<file path="src/rtl/pc_gen_pkg.sv">
// rtl/pc_gen_pkg.sv - shared constants and next-PC source encoding for pc_gen
package pc_gen_pkg;

    localparam logic [31:0] PC_RESET_VEC = 32'h0000_3000;
    localparam logic [31:0] PC_EXC_VEC   = 32'h0000_4180;
    localparam int          MISS_W       = 16;

    typedef enum logic [2:0] {
        SRC_EXC,
        SRC_ERET,
        SRC_JR,
        SRC_J,
        SRC_BR,
        SRC_SEQ
    } npc_src_e;

endpackage

</file>
<file path="src/rtl/pc_gen_ras.sv">
// rtl/pc_gen_ras.sv - circular return-address stack with saturating misprediction counter
module pc_gen_ras
    import pc_gen_pkg::*;
#(
    parameter int AW    = 32,
    parameter int DEPTH = 4
) (
    input  logic              clk,
    input  logic              rst_n,
    input  logic              push,
    input  logic              pop,
    input  logic [AW-1:0]     push_data,
    input  logic [AW-1:0]     pop_check,
    output logic [AW-1:0]     top,
    output logic              empty,
    output logic [MISS_W-1:0] miss
);

    localparam int PW = $clog2(DEPTH);

    logic [AW-1:0]     r_stack [DEPTH];
    logic [PW-1:0]     r_ptr;
    logic [PW:0]       r_count;
    logic [MISS_W-1:0] r_miss;
    logic [PW-1:0]     w_top_idx;
    logic              w_mispredict;

    // r_ptr names the next free slot; on overflow it simply wraps onto the oldest entry
    assign w_top_idx    = r_ptr - PW'(1);
    assign empty        = (r_count == '0);
    assign top          = empty ? '0 : r_stack[w_top_idx];
    assign w_mispredict = empty || (r_stack[w_top_idx] != pop_check);
    assign miss         = r_miss;

    always_ff @(posedge clk or negedge rst_n) begin
        if (!rst_n) begin
            for (int i = 0; i < DEPTH; i++) begin
                r_stack[i] <= '0;
            end
            r_ptr   <= '0;
            r_count <= '0;
            r_miss  <= '0;
        end else if (push) begin
            r_stack[r_ptr] <= push_data;
            r_ptr          <= r_ptr + PW'(1);
            if (r_count != (PW+1)'(DEPTH)) begin
                r_count <= r_count + (PW+1)'(1);
            end
        end else if (pop) begin
            if (!empty) begin
                r_ptr   <= w_top_idx;
                r_count <= r_count - (PW+1)'(1);
            end
            if (w_mispredict && (r_miss != '1)) begin
                r_miss <= r_miss + MISS_W'(1);
            end
        end
    end

endmodule

</file>
<file path="src/rtl/pc_gen.sv">
// rtl/pc_gen.sv - registered PC generator with stall, exception/ERET redirect and
// an optional return-address stack enabled by PC_GEN_RAS_EN
module pc_gen
    import pc_gen_pkg::*;
#(
    parameter int          AW        = 32,
    parameter logic [AW-1:0] RESET_VEC = AW'(PC_RESET_VEC),
    parameter logic [AW-1:0] EXC_VEC   = AW'(PC_EXC_VEC),
    parameter int          RAS_DEPTH = 4
) (
    input  logic              clk,
    input  logic              rst_n,
    input  logic              stall,
    input  logic              br_sel,
    input  logic              zero,
    input  logic              bltzal_sel,
    input  logic              sign,
    input  logic              j_sel,
    input  logic              jal_sel,
    input  logic              jr_sel,
    input  logic              jr_ra,
    input  logic [AW-1:0]     jr_val,
    input  logic [15:0]       imm,
    input  logic [25:0]       j26,
    input  logic              exc_req,
    input  logic              eret_sel,
    output logic [AW-1:0]     pc,
    output logic [AW-1:0]     pc4,
    output logic [AW-1:0]     npc,
    output logic [AW-1:0]     epc,
    output logic [AW-1:0]     ras_top,
    output logic [MISS_W-1:0] ras_miss
);

    logic [AW-1:0] r_pc;
    logic [AW-1:0] r_epc;
    logic [AW-1:0] w_sext;
    logic [AW-1:0] w_br_tgt;
    logic [AW-1:0] w_j_tgt;
    logic          w_br_taken;
    logic          w_bltzal_taken;
    npc_src_e      w_src;

    assign pc             = r_pc;
    assign epc            = r_epc;
    assign pc4            = r_pc + AW'(4);
    assign w_sext         = {{(AW-16){imm[15]}}, imm};
    // Offset is relative to the branch itself, not the delay-slot PC
    assign w_br_tgt       = r_pc + (w_sext << 2);
    assign w_j_tgt        = {r_pc[AW-1:28], j26, 2'b00};
    assign w_bltzal_taken = bltzal_sel & sign;
    assign w_br_taken     = (br_sel & zero) | w_bltzal_taken;

    always_comb begin
        w_src = SRC_SEQ;
        if (exc_req)                w_src = SRC_EXC;
        else if (eret_sel)          w_src = SRC_ERET;
        else if (jr_sel)            w_src = SRC_JR;
        else if (j_sel || jal_sel)  w_src = SRC_J;
        else if (w_br_taken)        w_src = SRC_BR;
    end

    always_comb begin
        npc = pc4;
        case (w_src)
            SRC_EXC:  npc = EXC_VEC;
            SRC_ERET: npc = r_epc;
            SRC_JR:   npc = jr_val;
            SRC_J:    npc = w_j_tgt;
            SRC_BR:   npc = w_br_tgt;
            default:  npc = pc4;
        endcase
    end

    // Exception entry overrides stall so a stalled pipeline can still trap
    always_ff @(posedge clk or negedge rst_n) begin
        if (!rst_n) begin
            r_pc  <= RESET_VEC;
            r_epc <= '0;
        end else if (exc_req) begin
            r_epc <= r_pc;
            r_pc  <= EXC_VEC;
        end else if (!stall) begin
            r_pc <= npc;
        end
    end

`ifdef PC_GEN_RAS_EN
    logic w_push;
    logic w_pop;
    logic w_ras_empty;

    assign w_push = !stall && (((w_src == SRC_J) && jal_sel) ||
                               ((w_src == SRC_BR) && w_bltzal_taken));
    assign w_pop  = !stall && (w_src == SRC_JR) && jr_ra;

    pc_gen_ras #(
        .AW    (AW),
        .DEPTH (RAS_DEPTH)
    ) u_ras (
        .clk       (clk),
        .rst_n     (rst_n),
        .push      (w_push),
        .pop       (w_pop),
        .push_data (pc4),
        .pop_check (jr_val),
        .top       (ras_top),
        .empty     (w_ras_empty),
        .miss      (ras_miss)
    );
`else
    logic w_unused;

    assign w_unused = jr_ra | (RAS_DEPTH == 0);
    assign ras_top  = '0;
    assign ras_miss = '0;
`endif

endmodule

</file>
<file path="config.mk">
export PLATFORM = sky130hd
export DESIGN_NAME = pc_gen
export DESIGN_NICKNAME = d
export VERILOG_FILES = /design/src/rtl/pc_gen_pkg.sv /design/src/rtl/pc_gen_ras.sv /design/src/rtl/pc_gen.sv
export SDC_FILE = /design/constraint.sdc
export NUM_CORES = 1
export LEC_CHECK = 0
export ABC_CLOCK_PERIOD_IN_PS = 4700
export CAP_MARGIN = 20
export CORE_MARGIN = 8
export CORE_UTILIZATION = 32
export CTS_CLUSTER_DIAMETER = 40
export DETAILED_ROUTE_END_ITERATION = 7
export DONT_BUFFER_PORTS = 1
export GPL_ROUTABILITY_DRIVEN = 0
export PLACE_DENSITY = 0.47
export SLEW_MARGIN = 20
export SYNTH_ARGS = -nofsm -noshare
export SYNTH_HDL_FRONTEND = slang
export SYNTH_SLANG_ARGS = --single-unit
</file>
<file path="constraint.sdc">
create_clock -name clk -period 4.7 [get_ports clk]
set_input_delay 0.94 -clock clk [delete_from_list [all_inputs] [get_ports clk]]
set_output_delay 0.94 -clock clk [all_outputs]
set_load 0.05 [all_outputs]
</file>
==> summary.txt <==
Clock tree
  • Setup Buffers After CTS: 0
  • Sink Count: 64
  • Deepest clock path buffer count: 2
  • CTS Buf Count: 9
  • H-tree lvl count: 3
  • Clock transition at path regs: 0.06 ns
  • TritonCTS clock tree: yes
  • Clock latency on the worst-skew pair: 0.35 ns
  • Root buffer cell: clkbuf_16
  • # hold bufs at CTS: 0

Timing
  • Minimum clock period: 4.56 ns
  • Relative slew slack: 19.3%
  • RSZ-0062 raised after global routing: no
  • Pins over their slew limit: 0
  • Fmax: 219 MHz
  • Worst-margin pin slew: 1.21 ns
  • Setup violations, final: 0
  • Clk_skew: 0.00756 ns
  • Final TNS setup: 0 ns
  • Worst hold slack: 0.282 ns
  • Fin crit share: 97.1%
  • Final hold vios: 0

Power
  • PD cells: 279 nW/µm²
  • Leak: 3.32 nW
  • Max VDD drop: 158 µV

Logic synthesis
  • Synth Area in XOR/XNOR: 5.88%
  • Yosys top cell area share: 24.8%
  • Mux share of post-synthesis cell area: 8.19%
  • Cells after Synth: 754
  • Synth Area in Adders: 6.31%
  • Post-synth EDFFs: 0
  • #FFs+latches synth: 64
  • Most used DFF post-synth: dfrtp_1
  • Yosys Warn Count: 0
  • Count of cell types in the netlist: 81
  • Synth top area cells: dfrtp_1, mux2_2, buf_4
  • Post-Synth Simple-Gate Area: 18.8%
  • Seq/Total Area, Yosys: 25.6%
  • Ys async rst share: 100%
  • Complex-gate fraction of the synthesized area: 24.6%
  • Cell Area, Synth: 6260 µm²
  • Largest area contributor in the netlist: dfrtp_1
  • Synthesized area per cell: 8.30 µm²
  • Main combinational cell family by area after synthesis: compound AO/OA/AOI/OAI gates

Critical path
  • CP Launch Point: imm[0]
  • R2r worst-path depth: 11
  • CP arrival: 3.62 ns
  • Critical path's largest stage delay: 0.42 ns
  • Critical Path RT: 3.76 ns
  • Levels on crit path: 13
  • Crit path max fanout: 3
  • Cell Chain, Critical Path: ha_2 > inv_1 > fa_1 > nor2b_2 > o2111ai_1 > a211o_1 > a311oi_2 > buf_4 > o21ai_0 > a211o_1 > o211ai_1 > nor2_1 > buf_4
  • Reg2reg start: pc[3]
  • Worst path bufs/invs: 3
  • Top delay family on crit path: compound AO/OA/AOI/OAI gates
  • Reg2reg end: pc[21]
  • Critical Path Sink: npc[30]
  • Crit Path Class: input pin to primary output
  • CP endpoint kind: primary output
  • CP max stage cell: fa_1
  • R2R setup slack: 1.53 ns
  • Crit path launch type: input pin

Finish
  • Nets: 928
  • Commonest non-fill, non-tap cells in the layout: buf_4, nor2_1, dfrtp_1, a21oi_1, nand2_1
  • Commonest non-fill, non-tap cell in the layout: buf_4
  • Post-route insts no fill: 1080
  • Antenna cell count: 0
  • Share of layout cells above drive strength 1: 21.3%
  • Synthesis-to-finish area growth: 15.0%
  • Register area: 1600 µm²
  • Multi-input gate area: 4200 µm²
  • Layout fillers: 2007

Route
  • Routed length per instance: 25.0 µm
  • DRT Wirelength: 27000 µm
  • Drt initial violations: 721
  • DRT Pass-1 Iters: 8
  • DRC errors left: 0
  • Routed Antenna Nets: 0
  • Vias post-DR: 6330
  • Vias/cell: 5.86

Die
  • # IOs: 263
  • Die area: 24300 µm²
  • Core area: 19300 µm²
  • Num rows: 51
  • Die Span Y: 156 µm
  • Initial Util: 32.4%
  • Die extent in x: 156 µm

Place
  • Number of port buffers: 0
  • Inst Count DP: 1063
  • Hpwl dp: 20600 µm

Job
  • Max-cap viol count: 0

Worst hold path
  • Worst min-delay path class: input pin to async pin

Global route
  • Pin count of the biggest net entering global routing: 65
  • Vias in the first global route: 6465
  • Antenna violations before repair: 0
  • GRT Residual Overflow: 0
  • GRT Resource Usage Total: 21.6%
  • First-pass GRT wire length: 40300 µm

Status
  • Status: complete, no violations
==> through the flow <==
step / utilization (%) / power (mW) / setup WS (ns) / area, µm²
after floorplan: - / 1.23 / 0.0905 / 6440
after global placement: 35.7 / 1.35 / 0.108 / 6910
after detailed placement: 35.7 / 1.36 / 0.115 / 6910
after CTS: 37.2 / 2.01 / 0.110 / 7180
after global routing: 37.2 / 2.08 / 0.00783 / 7200
final: 37.2 / 2.01 / 0.136 / 7200
==> worst min path at each step <==
stage	start	endpoint	slack, ns	depth (start not counted)
global placement	rst_n	epc[30]	0.65	0
detailed placement	rst_n	epc[26]	0.65	0
floorplan	rst_n	epc[0]	0.64	0
CTS	rst_n	epc[26]	0.27	0
finish	rst_n	epc[26]	0.28	0
global route	rst_n	epc[26]	0.27	0
==> cells in the mapped netlist (12+ instances only) <==
cell / n
nor2_1: 65
dfrtp_1: 62
a21oi_1: 57
nand2_1: 56
buf_4: 50
mux2_2: 34
nand3_1: 34
ha_1: 30
xnor2_1: 30
clkbuf_1: 27
a222oi_1: 26
o21ai_0: 25
inv_1: 21
nor3_1: 19
a21o_1: 13
mux2i_1: 13
xor2_1: 12
==> report_power, final <==
| group | internal, mW | total, mW | switching [mW] |
|---|---|---|---|
| Combinational | 0.198 | 0.676 | 0.479 |
| Sequential | 0.577 | 0.681 | 0.103 |
| Clock | 0.370 | 0.651 | 0.281 |
| Total | 1.14 | 2.01 | 0.863 |
==> what timing repair did <==
action | in CTS | in global routing
endpoints found under the setup margin | 0 | 3
gates resized for setup | 0 | 3
endpoints found under the hold margin | 0 | 0
==> kinds of logic after synthesis <==
logic type	after synthesis
AO/OA/AOI/OAI	215
other	1
multiplexers	47
XOR/XNOR	42
adder cells (fa/ha/maj)	31
buffers and inverters	115
AND/OR/NAND/NOR	239
flip-flops	64
==> metal layers <==
layer | wire [µm] | part of all wire, % | track usage, % | vias up
met4 | 641 | 2.4 | 7.81 | 0
li1 | - | - | - | 2829
met5 | 0 | 0 | 0 | -
met1 | 10600 | 39 | 25.5 | 3127
met3 | 2830 | 11 | 6.70 | 42
met2 | 12900 | 48 | 36.3 | 332
==> cell type report <==
cell class | instances | area share, %
Clock inverter | 5 | 0.452
Tap cell | 265 | 4.61
Timing Repair Buffer | 91 | 9.78
Multi-Input combinational cell | 622 | 58.4
Clock buffer | 11 | 3.37
Inverter | 22 | 1.15
Sequential cell | 64 | 22.3
==> sequential cells by signal, summed over array words and instances, names as in the netlist <==
name,flops
pc,32
epc,32
Note: power is estimated with default switching activity, not from simulation.
